`src/rtl/prim_reqack_arb_pkg.sv`:
```
// Shared types and helpers for the round-robin REQ/ACK arbiter.
//
// Contents:
//   arb_state_e : two-state arbiter FSM encoding (idle / grant outstanding)
//   idx_width() : width of a requester index for N requesters (never below 1)
package prim_reqack_arb_pkg;

  typedef enum logic {
    ARB_IDLE,
    ARB_GRANT
  } arb_state_e;

  // A single requester still needs a one-bit index so ports never collapse
  // to zero width.
  function automatic int idx_width(input int n);
    return (n > 1) ? $clog2(n) : 1;
  endfunction

endpackage

```
`src/rtl/prim_rr_sel.sv`:
```
// Purely combinational round-robin selector.
//
// Picks the first set request bit at or after the pointer, searching upward
// and wrapping from N-1 back to 0.
//
// Ports:
//   req   in  N     request vector
//   ptr   in  IdxW  search start position (must be < N)
//   valid out 1     at least one request is set
//   idx   out IdxW  winning requester index (0 when valid is low)
module prim_rr_sel
  import prim_reqack_arb_pkg::*;
#(
  parameter int N    = 4,
  parameter int IdxW = idx_width(N)
) (
  input  logic [N-1:0]    req,
  input  logic [IdxW-1:0] ptr,
  output logic            valid,
  output logic [IdxW-1:0] idx
);

  localparam logic [IdxW:0] NVal = (IdxW + 1)'(N);

  logic [N-1:0]  rot;
  logic [IdxW:0] sum;

  // Rotating a doubled copy puts requester (ptr+k) mod N at bit k, so the
  // lowest set bit of rot is the round-robin winner. The index is rebuilt
  // with an explicit subtract-N wrap so non-power-of-two N works.
  always_comb begin
    rot   = N'({req, req} >> ptr);
    valid = 1'b0;
    sum   = '0;
    for (int k = 0; k < N; k++) begin
      if (!valid && rot[k]) begin
        valid = 1'b1;
        sum   = {1'b0, ptr} + (IdxW + 1)'(k);
      end
    end
    if (sum >= NVal) begin
      sum = sum - NVal;
    end
    idx = sum[IdxW-1:0];
  end

endmodule

```
`src/rtl/prim_reqack_arb.sv`:
```
// Round-robin arbiter sharing one REQ/ACK channel (typically the source side
// of a REQ/ACK CDC synchronizer) between N requesters, with a grant watchdog.
//
// Ports:
//   clk_i         in  1     clock
//   rst_i         in  1     synchronous active-high reset
//   req_i         in  N     per-requester level REQ, held until its ack_o
//   ack_o         out N     per-requester one-cycle ACK, at most one bit set
//   gnt_idx_o     out IdxW  current / last granted requester (data mux steer)
//   busy_o        out 1     grant outstanding
//   out_req_o     out 1     shared REQ toward the synchronizer
//   out_ack_i     in  1     shared one-cycle ACK from the synchronizer
//   timeout_o     out 1     sticky watchdog flag
//   timeout_clr_i in  1     clears timeout_o (a coincident set wins)
module prim_reqack_arb
  import prim_reqack_arb_pkg::*;
#(
  parameter  int N             = 4,
  parameter  int TimeoutCycles = 1024,
  localparam int IdxW          = idx_width(N),
  localparam int CntW          = (TimeoutCycles > 0) ? $clog2(TimeoutCycles + 1) : 1
) (
  input  logic            clk_i,
  input  logic            rst_i,
  input  logic [N-1:0]    req_i,
  output logic [N-1:0]    ack_o,
  output logic [IdxW-1:0] gnt_idx_o,
  output logic            busy_o,
  output logic            out_req_o,
  input  logic            out_ack_i,
  output logic            timeout_o,
  input  logic            timeout_clr_i
);

  arb_state_e      state_q, state_d;
  logic [IdxW-1:0] gnt_q, gnt_d;
  logic [IdxW-1:0] ptr_q, ptr_d;
  logic            sel_valid;
  logic [IdxW-1:0] sel_idx;
  logic            granted;
  logic            timeout_q;

  prim_rr_sel #(
    .N    (N),
    .IdxW (IdxW)
  ) u_sel (
    .req   (req_i),
    .ptr   (ptr_q),
    .valid (sel_valid),
    .idx   (sel_idx)
  );

  always_ff @(posedge clk_i) begin
    if (rst_i) begin
      state_q <= ARB_IDLE;
      gnt_q   <= '0;
      ptr_q   <= '0;
    end else begin
      state_q <= state_d;
      gnt_q   <= gnt_d;
      ptr_q   <= ptr_d;
    end
  end

  // Arbitrate only in IDLE; once granted, the index is frozen and other
  // requesters are ignored until the shared ACK returns. The pointer moves
  // just past the served requester, giving it lowest priority next time.
  always_comb begin
    state_d = state_q;
    gnt_d   = gnt_q;
    ptr_d   = ptr_q;
    unique case (state_q)
      ARB_IDLE: begin
        if (sel_valid) begin
          state_d = ARB_GRANT;
          gnt_d   = sel_idx;
        end
      end
      ARB_GRANT: begin
        if (out_ack_i) begin
          state_d = ARB_IDLE;
          ptr_d   = (gnt_q == IdxW'(N - 1)) ? '0 : gnt_q + IdxW'(1);
        end
      end
      default: state_d = ARB_IDLE;
    endcase
  end

  assign granted   = (state_q == ARB_GRANT);
  assign out_req_o = granted;
  assign busy_o    = granted;
  assign gnt_idx_o = gnt_q;
  assign timeout_o = timeout_q;

  // The ACK is routed straight through in the same cycle; a reset cycle
  // discards the grant without acknowledging it.
  always_comb begin
    ack_o = '0;
    if (granted && out_ack_i && !rst_i) begin
      ack_o[gnt_q] = 1'b1;
    end
  end

  if (TimeoutCycles > 0) begin : g_wdog
    localparam logic [CntW-1:0] CntMax = CntW'(TimeoutCycles);

    logic [CntW-1:0] cnt_q;

    // Counts GRANT cycles without ACK, saturating so the flag keeps being
    // re-armed while the grant stays stuck.
    always_ff @(posedge clk_i) begin
      if (rst_i) begin
        cnt_q <= '0;
      end else if (!granted && state_d == ARB_GRANT) begin
        cnt_q <= '0;
      end else if (granted && !out_ack_i && cnt_q != CntMax) begin
        cnt_q <= cnt_q + CntW'(1);
      end
    end

    // Set has priority over clear so a still-stuck grant cannot be masked.
    always_ff @(posedge clk_i) begin
      if (rst_i) begin
        timeout_q <= 1'b0;
      end else if (granted && cnt_q == CntMax) begin
        timeout_q <= 1'b1;
      end else if (timeout_clr_i) begin
        timeout_q <= 1'b0;
      end
    end
  end else begin : g_no_wdog
    assign timeout_q = 1'b0;
  end

  a_ack_onehot : assert property (@(posedge clk_i) disable iff (rst_i)
    $onehot0(ack_o));

  a_req_held : assert property (@(posedge clk_i) disable iff (rst_i)
    ($past(out_req_o) && !$past(out_ack_i) && !$past(rst_i)) |-> out_req_o);

  a_ack_needs_req : assert property (@(posedge clk_i) disable iff (rst_i)
    out_ack_i |-> out_req_o);

  a_gnt_req_stable : assert property (@(posedge clk_i) disable iff (rst_i)
    busy_o |-> req_i[gnt_idx_o]);

endmodule

```
`config.mk`:
```
export PLATFORM = sky130hd
export DESIGN_NAME = prim_reqack_arb
export DESIGN_NICKNAME = d
export VERILOG_FILES = /design/src/rtl/prim_reqack_arb_pkg.sv /design/src/rtl/prim_rr_sel.sv /design/src/rtl/prim_reqack_arb.sv
export SDC_FILE = /design/constraint.sdc
export NUM_CORES = 1
export LEC_CHECK = 0
export ABC_CLOCK_PERIOD_IN_PS = 2300
export BUFFER_PORTS_ARGS = -buffer_cell sky130_fd_sc_hd__buf_2
export CELL_PAD_IN_SITES_DETAIL_PLACEMENT = 0
export CELL_PAD_IN_SITES_GLOBAL_PLACEMENT = 1
export CORE_MARGIN = 10
export CORE_UTILIZATION = 44
export DETAILED_ROUTE_END_ITERATION = 10
export PLACE_DENSITY_LB_ADDON = 0.1
export SLEW_MARGIN = 20
export SYNTH_ARGS = -nofsm -noshare
export SYNTH_HDL_FRONTEND = slang
export SYNTH_HIERARCHICAL = 1
export SYNTH_SLANG_ARGS = --single-unit
```
`constraint.sdc`:
```
create_clock -name clk_i -period 2.3 [get_ports clk_i]
set_input_delay 0.23 -clock clk_i [delete_from_list [all_inputs] [get_ports clk_i]]
set_output_delay 0.23 -clock clk_i [all_outputs]
set_load 0.01 [all_outputs]
```
# After elaboration in Yosys (flattened, before gate mapping)
# Index checks and enable logic that the tools add are counted.
totals:
  reg_bits: 17
  out_inout_bits: 9
  elab_cells: 57
op_classes:
  addsub: 6
  magnitude_cmp: 3
  eq_ne: 3
  shifts: 1
  muxes: 18
  bitwise: 1
  reduce_logical: 20
op_table:
  columns: ["operator", "count"]
  rows:
  - ["11-bit by 1-bit adder with 11-bit output (second input constant)", 1]
  - ["11-bit equality test (second input constant)", 1]
  - ["11-bit != test (second input constant)", 1]
  - ["1-bit logical AND", 10]
  - ["1-bit two-way mux", 9]
  - ["3-bit two-way mux", 3]
  - ["8-bit by 2-bit >> shifter with 4-bit output", 1]
  - ["2-bit by 2-bit adder with 3-bit output (second input constant)", 2]
  - ["1-bit logical NOT", 6]
  - ["2-bit two-way mux", 3]
  - ["4-bit two-way mux", 1]
  - ["2-bit AND reduction", 2]
  - ["2-bit by 1-bit adder with 3-bit output (second input constant)", 1]
  - ["3-bit greater-or-equal comparator (second input constant)", 1]
  - ["2-bit by 3-bit < comparator with 1-bit output (second input constant)", 1]
  - ["2-bit by 1-bit adder with 2-bit output (second input constant)", 1]
  - ["1-bit demux with 2-bit select", 1]
  - ["2-bit equality test (second input constant)", 1]
  - ["2-bit by 1-bit greater-or-equal comparator with 1-bit output (second input constant)", 1]
  - ["1-bit case mux with 2 select lines", 1]
  - ["2-bit nonzero test", 1]
  - ["2-bit OR reduction", 1]
  - ["2-bit by 1-bit subtractor with 2-bit output (second input constant)", 1]
  - ["1-bit inverter", 1]

# Longest topological paths before layout
# Gate-level depths: netlist of the first run.
logic_depth:
  ltp_word: 15
  mapped_depth: 6

# Hierarchy
# The synthesis of the first run kept the hierarchy.
by_module_without_submodules:
  columns: ["mod", "instances", "cells_each", "area_each_um2", "seq_area_each_um2"]
  rows:
  - ["prim_reqack_arb", 1, 107, 960.9, 340.3]
  - ["prim_rr_sel", 1, 12, 73.8, 0.0]

# Least setup slack after synthesis of the first run
# Ideal clock, no wire load.
synth_path:
  path_kind: "input-to-reg"
  startpoint: "input req_i[0]"
  endpoint: "register g_wdog.cnt_q[0]"
  setup_time_ns: 0.072
  arrival_time_ns: 1.339
  path_slack_ns: 0.890
  cell_stages: 6
  path_buffers: 2
  path_cell_list: "or4_1 > nand2b_1 > clkbuf_2 > buf_2 > nand3_1 > mux2i_1"
synth_between:
  elab_chain_cells: 15
synth_lines:
  columns: ["element", "line", "source"]
  rows:
  - ["from (decl)", "prim_reqack_arb.sv:25", "input logic [N-1:0] req_i,"]
  - ["8-bit by 2-bit >> shifter with 4-bit output (*)", "prim_rr_sel.sv:32", "rot = N'({req, req} >> ptr);"]
  - ["1-bit two-way mux", "prim_rr_sel.sv:36", "if (!valid && rot[k]) begin"]
  - ["1-bit logical NOT", "prim_rr_sel.sv:36", null]
  - ["1-bit logical AND", "prim_rr_sel.sv:36", null]
  - ["1-bit two-way mux", "prim_rr_sel.sv:36", null]
  - ["1-bit logical NOT", "prim_rr_sel.sv:36", null]
  - ["1-bit logical AND", "prim_rr_sel.sv:36", null]
  - ["1-bit two-way mux", "prim_rr_sel.sv:36", null]
  - ["1-bit logical NOT", "prim_rr_sel.sv:36", null]
  - ["1-bit logical AND", "prim_rr_sel.sv:36", null]
  - ["1-bit two-way mux (*)", "prim_rr_sel.sv:36", null]
  - ["1-bit two-way mux (*)", "prim_reqack_arb.sv:74", "if (sel_valid) begin"]
  - ["1-bit case mux with 2 select lines (*)", "prim_reqack_arb.sv:72", "unique case (state_q)"]
  - ["1-bit logical AND (*)", "prim_reqack_arb.sv:114", "end else if (!granted && state_d == ARB_GRANT) begin"]
  - ["2-bit OR reduction (no source line) (*)", null, null]
  - ["to (signal assigned)", "prim_reqack_arb.sv:117", "cnt_q <= cnt_q + CntW'(1);"]
  - ["to (decl)", "prim_reqack_arb.sv:107", "logic [CntW-1:0] cnt_q;"]
# Every way passes the cells marked *; elsewhere a longest branch is shown, timed or not.
# A chain may end at the register's enable or synchronous reset.

# Worst setup path after layout of the first run
layout_path:
  startpoint: "register state_q, in the netlist busy_o"
  endpoint: "output ack_o[1]"
layout_between:
  elab_chain_cells: 3
layout_lines:
  columns: ["element", "line", "source"]
  rows:
  - ["from (decl)", "prim_reqack_arb.sv:35", "arb_state_e state_q, state_d;"]
  - ["from (signal assigned)", "prim_reqack_arb.sv:59", "state_q <= state_d;"]
  - ["1-bit logical AND (2 in series)", "prim_reqack_arb.sv:99", "if (granted && out_ack_i && !rst_i) begin"]
  - ["4-bit two-way mux", "prim_reqack_arb.sv:99", null]
  - ["to (decl)", "prim_reqack_arb.sv:26", "output logic [N-1:0] ack_o,"]
# Every way passes these cells.

==> impl_metrics.tcl, run 1 <==
set metrics [dict create \
    synth-compound-area-share_pct 13.3 \
    clock_path_buffers 2 \
    grt_pass1_wl_um 3600 \
    cp.required_ns 2.07 \
    drc 0 \
    path_max_fanout 11 \
    layout_min_cycle_time_ns 1.76 \
    fin_crit_sh_pct 76.5 \
    cts.sinks 17 \
    slowest_stage "dfxtp_1" \
    internal-power_w 0.000398 \
    fp.dieW_um 68.5 \
    synth_cell_types 32 \
    vias 880 \
    dpl_cell_area_mm2 0.00111 \
    io_buffers 16 \
    vdd_drop_max_mv 0.240 \
    cts_hold_buf 0 \
    crit_arrival_ns 1.53 \
    ys_warn_count 6 \
    pwr-share-seq_pct 58.0 \
    swShare_pct 26.4 \
    p_leak_nw 0.467 \
    ant_nets 0 \
    hp-class "primary input to flop" \
    p_per_area_mw_per_mm2 474 \
    worst_slew_pin_slew_ns 0.539 \
    num_rows 17 \
    core_area_mm2 0.00223 \
    synthXorXnorAreaFrac_pct 0 \
    synthAdderAreaFrac_pct 7.26 \
    vias_per_cell 5.47 \
    syn_nets 133 \
    cts_setup_buffers 0 \
    hold_viol 0 \
    wl_per_cell_um 13.6 \
    path_clk_slew_ns 0.09 \
    drt_wl_total_um 2190 \
    diodes 0 \
    synth_top_area_share_pct 32.9 \
    rsz0062_at_grt "no" \
    synth_most_common_cell "dfxtp_1" \
    clk_latency_ns 0.28 \
    synth_top_cell_by_area "dfxtp_1" \
    cts-buffers-inserted 3 \
    worstPathCellList "nand2_1 -> nor2_1 -> and2_1 -> buf_2" \
    hpwl_um 1670 \
    cpPeakStageDelay_ns 0.60 \
    die_y_um 68.5 \
    p_switching_w 0.000143 \
    ys.flop_type "dfxtp_1" \
    critPathCaptureType "output pin" \
    cts_resized 0 \
    nets 148 \
    clock.fmax_mhz 568 \
    place.gp.congestion 0.696 \
    grt_use_total_pct 9.87 \
    muxShareOfSynthArea_pct 8.71 \
    io_pins 17 \
    htreeDepth 1 \
    utilization_pct 51.0 \
    synth_edf_count 0 \
    clock_skew_ns 0.00489 \
    startpoint_type "flop" \
    fin_setup_tns_ns 0 \
    comb_power_share_pct 12.9 \
    dr.pass1.iters 4 \
    yosys.area_share.simple_pct 31.1 \
    ys_ff_latch 17 \
    antenna_found_initial 0 \
    dpl.cell_count 157 \
    final_cell_area_mm2 0.00114 \
    grt_start_max_net_pins 15 \
    drt_iter0_drc 27 \
    overflow 0 \
    pwr-share-clk_pct 29.0 \
    start_util_pct 46.3 \
    synth.cells.most_frequent "17 x dfxtp_1, 11 x a21oi_1, 9 x inv_1, 9 x mux2i_1, 9 x nand3_1" \
    syn_to_final_growth_pct 10.2 \
    drive_gt1_share_pct 19.5 \
    cap_violations 0 \
    n_fill_cell 229 \
    cts_tree "yes" \
    setup_viol 0 \
    ys_async_sr_fraction_pct 0 \
    grt_pass1_vias 765 \
    dieArea_mm2 0.00469 \
    root_buffer "clkbuf_4" \
    synthCells 119 \
    fin_cells 161 \
    ys_top_cells_by_area "dfxtp_1 33%, mux2i_1 8.7%, ha_1 7.3%, a21oi_1 5.3%, nand3_1 4.4%" \
    syn_avg_cell_area_um2 8.70 \
    synth_top_family_by_area "simple AND/OR/NAND/NOR gates" \
    seq_area_frac_synth_pct 32.9 \
    critPathKind "flop to output pin" \
    slew_viol_final 0 \
    status "completed" \
    maxSlewHeadroom_pct 63.8 \
    synth.cell_area_mm2 0.00103 \
]
[registers in the layout, indices dropped and copies added (netlist names)]
signal	count
g_wdog.cnt_q	11
gnt_idx_o	2
ptr_q	2
busy_o	1
timeout_o	1
[logic make-up after synthesis]
family,Yosys count
AOI/OAI and AO/OA,23
DFF,17
adders and majority gates,6
and+or+nand+nor,49
muxes,9
buffers and inverters,15
[metal layers]
metal / share of wire (%) / track usage, % / up-vias / wire length, um
met1: 55 / 14.4 / 399 / 1210
li1: - / - / 457 / -
met5: 0 / 0 / - / 0
met2: 39 / 12.8 / 22 / 848
met3: 5.4 / 2.74 / 2 / 119
met4: 0.78 / 4.52 / 0 / 17
[per-stage QoR]
step	setup WS (ns)	power, W	hold slack (ns)
4_1_cts	0.537	0.000545	0.201
5_1_grt	0.365	0.000567	0.202
2_1_floorplan	0.890	0.000372	0.390
3_5_place_dp	0.473	0.000390	0.473
6_report	0.540	0.000540	0.206
3_3_place_gp	0.534	0.000389	0.451
[power groups by stage]
| stage | logic [W] | registers [W] | clock network (W) |
|---|---|---|---|
| final | 0.0000699 | 0.000314 | 0.000157 |
| after global routing | 0.0000801 | 0.000316 | 0.000172 |
| after CTS | 0.0000707 | 0.000314 | 0.000161 |
| after floorplan | 0.0000555 | 0.000316 | 0 |
| after detailed placement | 0.0000698 | 0.000320 | 0 |
| after global placement | 0.0000686 | 0.000320 | 0 |
[critical path: cells and delay by family, from the launching register on]
family	cells	cell delay, ns
and+or+nand+nor	3	0.52
buffers and inverters	1	0.12
DFF	1	0.60
[path summary, 6_finish.rpt]
| kind | startpoint | to | slack, ns | depth (start not counted) |
|---|---|---|---|---|
| worst max-delay path | busy_o$_SDFF_PP0_ | ack_o[1] | 0.54 | 4 |
| worst max register to register | busy_o$_SDFF_PP0_ | g_wdog.cnt_q[5]$_SDFFE_PP0P_ | 0.66 | 3 |
| worst min register to register | timeout_o$_SDFFE_PP0P_ | timeout_o$_SDFFE_PP0P_ | 0.48 | 2 |
| worst min-delay path | rst_i | busy_o$_SDFF_PP0_ | 0.21 | 2 |
[layout make-up]
type	instances	area [um^2]	area share, %
Sequential cell	17	340	29.9
Clock buffer	4	26.3	2.31
Inverter	9	33.8	2.96
Timing Repair Buffer	16	80.1	7.03
Tap cell	28	35.0	3.07
Multi-Input combinational cell	87	624	54.8
[placed cells by master (no fill, tap or decap), drive strengths merged]
cell type / count
dfxtp: 17
buf: 16
a21oi: 12
inv: 9
mux2i: 9
nand3: 9
nor2: 7
nand2: 6
ha: 6
and2: 4
o21ai: 4
nand2b: 4
or4: 4
clkbuf: 4
nand3b: 3
nor4: 3
o31ai: 3
or3: 3
nand4b: 3
a31oi: 2
nand4: 2
and4bb: 1
a311oi: 1
o2bb2a: 1
Note: power is estimated with default switching activity, not from simulation.
==> inputs of run 2 (changes only) <==
- ABC_CLOCK_PERIOD_IN_PS: 2300 -> 1500
- CORE_UTILIZATION: 44 -> 37
- clock period: 2.3 -> 1.5 ns (I/O delays scaled with it)
==> impl_metrics.tcl, run 2 (synthesis results as in run 1) <==
set metrics [dict create \
    grt_pass1_vias 911 \
    final_cell_mix "16 x buf_2, 13 x dfxtp_1, 11 x a21oi_1" \
    drt_iter0_drc 40 \
    use_met1_pct 10.8 \
    status "completed" \
    cts_hold_buf 0 \
    vias 913 \
    largest_register "g_wdog.cnt_q" \
    cts_tree "yes" \
    grt_start_max_net_pins 15 \
    layout_min_cycle_time_ns 1.40 \
    clock_path_buffers 2 \
    cp-startpoint "busy_o$_SDFF_PP0_" \
    grt_use_total_pct 9.70 \
    die_y_um 72.9 \
    p_leak_nw 0.512 \
    cp.required_ns 1.35 \
    crit_arrival_ns 1.25 \
    nets 155 \
    grt_busiest_layer "met2" \
    path_clk_slew_ns 0.10 \
    critPathCaptureType "output pin" \
    r2r-start "g_wdog.cnt_q[0]$_SDFFE_PP0P_" \
    rsz0062_at_grt "no" \
    largest_reg_flops 11 \
    diodes 0 \
    gr-usage-met3_pct 4.22 \
    io_buffers 16 \
    htreeDepth 1 \
    overflow 0 \
    wl_per_cell_um 14.0 \
    r2r_cells 4 \
    drc 0 \
    hpwl_um 1780 \
    rr_endpoint "g_wdog.cnt_q[6]$_SDFFE_PP0P_" \
    ant_nets 0 \
    hp-class "primary input to flop" \
    hold_viol 0 \
    clock.fmax_mhz 717 \
    clk_latency_ns 0.30 \
    place.gp.congestion 0.768 \
    fp.dieW_um 72.9 \
    vias_per_cell 5.34 \
    setup_viol 0 \
    antenna_found_initial 0 \
    fin_cells 171 \
    drive_gt1_share_pct 29.3 \
    reg2reg_slack_ns 0.11 \
    p_per_area_mw_per_mm2 702 \
    drt_wl_total_um 2390 \
    fin_crit_sh_pct 93.0 \
    syn_to_final_growth_pct 20.1 \
    cts-buffers-inserted 3 \
    worst_slew_pin_slew_ns 0.336 \
    cp-endpoint "ack_o[0]" \
    vdd_drop_max_mv 0.487 \
    grtUsageMet2_pct 16.2 \
    dr.pass1.iters 4 \
    cap_violations 0 \
    maxSlewHeadroom_pct 77.4 \
    num_rows 19 \
    grt_pass1_wl_um 4100 \
    core_area_mm2 0.00271 \
    clock_skew_ns 0.00844 \
    path_max_fanout 6 \
    hold_slack_ns 0.120 \
    slew_viol_final 0 \
    root_buffer "clkbuf_4" \
    start_util_pct 38.2 \
    dieArea_mm2 0.00531 \
    fin_setup_tns_ns 0 \
    startpoint_type "flop" \
    mostFrequentLayoutCell "buf_2" \
    critPathKind "flop to output pin" \
    cts.sinks 17 \
    io_pins 17 \
    dpl.cell_count 166 \
]
==> run 2: changes by cell type in the layout (fill, tap and decap cells not counted), sizes merged <==
cell    previous run  this run
clkbuf             4         3
buf               16        23
clkinv             0         1
==> run 2: repair_timing <==
item / 4_1_cts / 5_1_grt
resized for setup: 3 / 7
setup buffers: 1 / 0
endpoints found under the setup margin: 4 / 7
pin swaps: 1 / 1
==> run 2: worst max-delay path, stage by stage (launching register included) <==
cell and delay (ns):
dfxtp_4 0.35, buf_4 0.13, nand2_2 0.09, nor2_4 0.13, and2_1 0.13, buf_2 0.12
==> run 2: area by class of cell <==
cell class | instances | area (um^2)
clock buffers | 3 | 22.5
repair buffers | 23 | 145
well taps | 31 | 38.8
flip-flops and latches | 17 | 348
clock inverters | 1 | 5.00
inverters | 9 | 33.8
fillers | 269 | 1470
multi-input cells | 87 | 649
==> run 2: through the flow <==
| step | area (um^2) | power [W] | util [%] | setup WS, ns |
|---|---|---|---|---|
| 6_report | 1240 | 0.000872 | 45.8 | 0.104 |
| 5_1_grt | 1240 | 0.000932 | 45.8 | 0.00442 |
| 4_1_cts | 1220 | 0.000880 | 44.9 | 0.0229 |
| 3_5_place_dp | 1170 | 0.000619 | 43.4 | 0.0264 |
| 3_3_place_gp | 1170 | 0.000618 | 43.4 | 0.0561 |
| 2_1_floorplan | 1030 | 0.000570 | - | 0.109 |
==> run 2: worst min-delay path by stage <==
stage	slack (ns)	endpoint	from	depth (start not counted)
after global routing	0.12	timeout_o$_SDFFE_PP0P_	timeout_clr_i	3
after detailed placement	0.43	timeout_o$_SDFFE_PP0P_	timeout_clr_i	3
after floorplan	0.31	ptr_q[1]$_SDFFE_PP0N_	out_ack_i	2
final	0.12	timeout_o$_SDFFE_PP0P_	timeout_clr_i	3
after global placement	0.41	timeout_o$_SDFFE_PP0P_	timeout_clr_i	3
after CTS	0.11	timeout_o$_SDFFE_PP0P_	timeout_clr_i	3
==> run 2: power by group <==
group | total (W) | switching, W | internal [W]
sequential | 0.000473 | 0.0000110 | 0.000462
clock | 0.000255 | 0.000156 | 0.0000994
combinational | 0.000144 | 0.0000784 | 0.0000659
==> run 2: layer usage <==
| metal | vias to the layer above | share of wire [%] |
|---|---|---|
| met4 | 0 | 0.75 |
| met2 | 19 | 48 |
| li1 | 472 | - |
| met3 | 2 | 5.1 |
| met1 | 420 | 46 |
| met5 | - | 0 |
==> inputs of run 3 (changes only) <==
- ABC_AREA: not set -> 1
- CORE_UTILIZATION: 37 -> 36
==> impl_metrics.tcl, run 3 <==
set metrics [dict create \
    status "finished, violations left" \
    violations "negative setup slack" \
    synth.cell_area_mm2 0.00133 \
    synth_edf_count 0 \
    ys_ff_latch 17 \
    cap_violations 0 \
    synth.cells.most_frequent "57 x nand2_1, 26 x inv_1, 19 x nor2_1" \
    hp-class "primary input to flop" \
    hpwl_um 2420 \
    startpoint_type "flop" \
    grt_start_max_net_pins 13 \
    final_cell_area_mm2 0.00174 \
    yosys.area_share.simple_pct 43.4 \
    htreeDepth 1 \
    cts.sinks 17 \
    post-place-ws_ns -0.153 \
    diodes 0 \
    seq_area_frac_synth_pct 25.5 \
    vias_per_cell 4.64 \
    clock.fmax_mhz 635 \
    root_buffer "clkbuf_8" \
    seq_area_um2 342 \
    cp.required_ns 1.69 \
    overflow 0 \
    drt_iter0_drc 69 \
    crit_arrival_ns 1.76 \
    syn_to_final_growth_pct 30.1 \
    synth_most_common_cell "nand2_1" \
    synth-compound-area-share_pct 9.47 \
    synth_cell_types 24 \
    setup_ws_ns -0.0746 \
    ant_nets 0 \
    ys_warn_count 6 \
    grt_pass1_vias 1298 \
    grt_pass1_wl_um 5420 \
    dr.pass1.iters 4 \
    ys_top_cells_by_area "dfxtp_1 26%, nand2_1 16%, inv_1 7.3%, a21oi_1 6.4%, ha_1 5.6%" \
    synth_top_cell_by_area "dfxtp_1" \
    num_rows 22 \
    largest_register "g_wdog.cnt_q" \
    syn_avg_cell_area_um2 6.60 \
    mostFrequentLayoutCell "nand2_1" \
    cts-buffers-inserted 3 \
    maxSlewHeadroom_pct 79.8 \
    clk_latency_ns 0.25 \
    syn_nets 216 \
    n_fill_cell 381 \
    nets 252 \
    slew_viol_final 0 \
    vdd_drop_max_mv 0.499 \
    start_util_pct 36.7 \
    critPathCaptureType "flop" \
    muxShareOfSynthArea_pct 0 \
    synthXorXnorAreaFrac_pct 3.28 \
    drt_wl_total_um 3090 \
    fp.dieW_um 80.9 \
    io_pins 17 \
    ys.flop_type "dfxtp_1" \
    antenna_found_initial 0 \
    vias 1321 \
    cts_tree "yes" \
    path_clk_slew_ns 0.07 \
    clock_path_buffers 2 \
    synthAdderAreaFrac_pct 5.63 \
    grt_use_total_pct 9.92 \
    rsz0062_at_grt "yes" \
    drive_gt1_share_pct 38.8 \
    synthCells 202 \
    p_leak_nw 0.800 \
    die_y_um 80.9 \
    layout_min_cycle_time_ns 1.57 \
    hold_viol 0 \
    largest_reg_flops 11 \
    core_area_mm2 0.00363 \
    io_buffers 16 \
    clock_skew_ns 0.00561 \
    p_per_area_mw_per_mm2 748 \
    cts_hold_buf 0 \
    place.gp.congestion 0.820 \
    synth_top_family_by_area "simple AND/OR/NAND/NOR gates" \
    multi_input_area_um2 913 \
    critPathKind "flop to flop" \
    setup_viol 8 \
    path_max_fanout 6 \
    worst_slew_pin_slew_ns 0.302 \
    ys_async_sr_fraction_pct 0 \
    dpl_cell_area_mm2 0.00157 \
    dieArea_mm2 0.00654 \
    wl_per_cell_um 10.8 \
    final_cell_mix "49 x nand2_1, 26 x inv_1, 18 x nor2_1" \
    synth_top_area_share_pct 25.5 \
    fin_crit_sh_pct 105 \
    drc 0 \
]
run 3: metrics by stage:
step / total power [W] / utilization, % / cells / TNS [ns] / hold WS, ns
3_5_place_dp: 0.000893 / 43.1 / 277 / -1.32 / 0.401
2_1_floorplan: 0.000766 / - / 202 / 0 / 0.219
5_1_grt: 0.00139 / 47.8 / 285 / -2.01 / 0.151
4_1_cts: 0.00126 / 45.4 / 283 / -0.647 / 0.154
3_3_place_gp: 0.000889 / 43.1 / 277 / -0.535 / 0.399
6_report: 0.00130 / 47.8 / 285 / -0.412 / 0.151
run 3: metal layers:
layer  global-route usage, %  vias up  wire length [um]
met2                    16.1       21              1380
met1                    13.1      600              1570
met4                    2.60        0                17
li1                        -      698                 -
met5                       0        -                 0
met3                    1.88        2               122
run 3: power by group:
group / switching (W) / internal (W)
combinational: 0.000265 / 0.000198
clock: 0.000159 / 0.000184
sequential: 0.0000198 / 0.000472
run 3: cell type report:
type,instances,share of cell area (%)
Sequential cell,17,19.7
Tap cell,48,3.46
Inverter,33,7.86
Multi-Input combinational cell,148,52.6
Timing Repair Buffer,34,13.3
Clock inverter,1,0.288
Clock buffer,3,2.38
Timing Repair inverter,1,0.360
run 3: worst max-delay path, cell delays in order (launching register included):
cell and delay [ns]:
dfxtp_2 0.33, buf_12 0.13, inv_8 0.08, nand2_4 0.06
nand3_4 0.07, nand2_4 0.06, nor2_4 0.10, nand4_1 0.12
nand2_2 0.10, inv_2 0.04, nor2_4 0.17, clkinv_4 0.12
a21oi_2 0.12
run 3: timing repair:
item / in CTS / in global routing
gates resized for setup: 9 / 21
setup buffers: 1 / 2
endpoints found under the setup margin: 12 / 13
gates cloned: 1 / 0
pin swaps: 4 / 5
run 3: final timing paths:
path                                              from                            to  slack, ns  cells after the start
worst max-delay path             ptr_q[0]$_SDFFE_PP0N_  g_wdog.cnt_q[4]$_SDFFE_PP0P_      -0.07                     12
worst min-delay path                             rst_i             busy_o$_SDFF_PP0_       0.15                      2
worst max register to register   ptr_q[0]$_SDFFE_PP0N_  g_wdog.cnt_q[4]$_SDFFE_PP0P_      -0.07                     12
worst min register to register  timeout_o$_SDFFE_PP0P_        timeout_o$_SDFFE_PP0P_       0.48                      2
run 3: cells by family (layout without fill, tap and decap cells):
group / Yosys count / count (layout)
simple gates: 114 / 114
buf+inv: 37 / 72
flops: 17 / 17
xor+xnor: 5 / 5
fa+ha+maj: 6 / 6
compound gates: 23 / 23
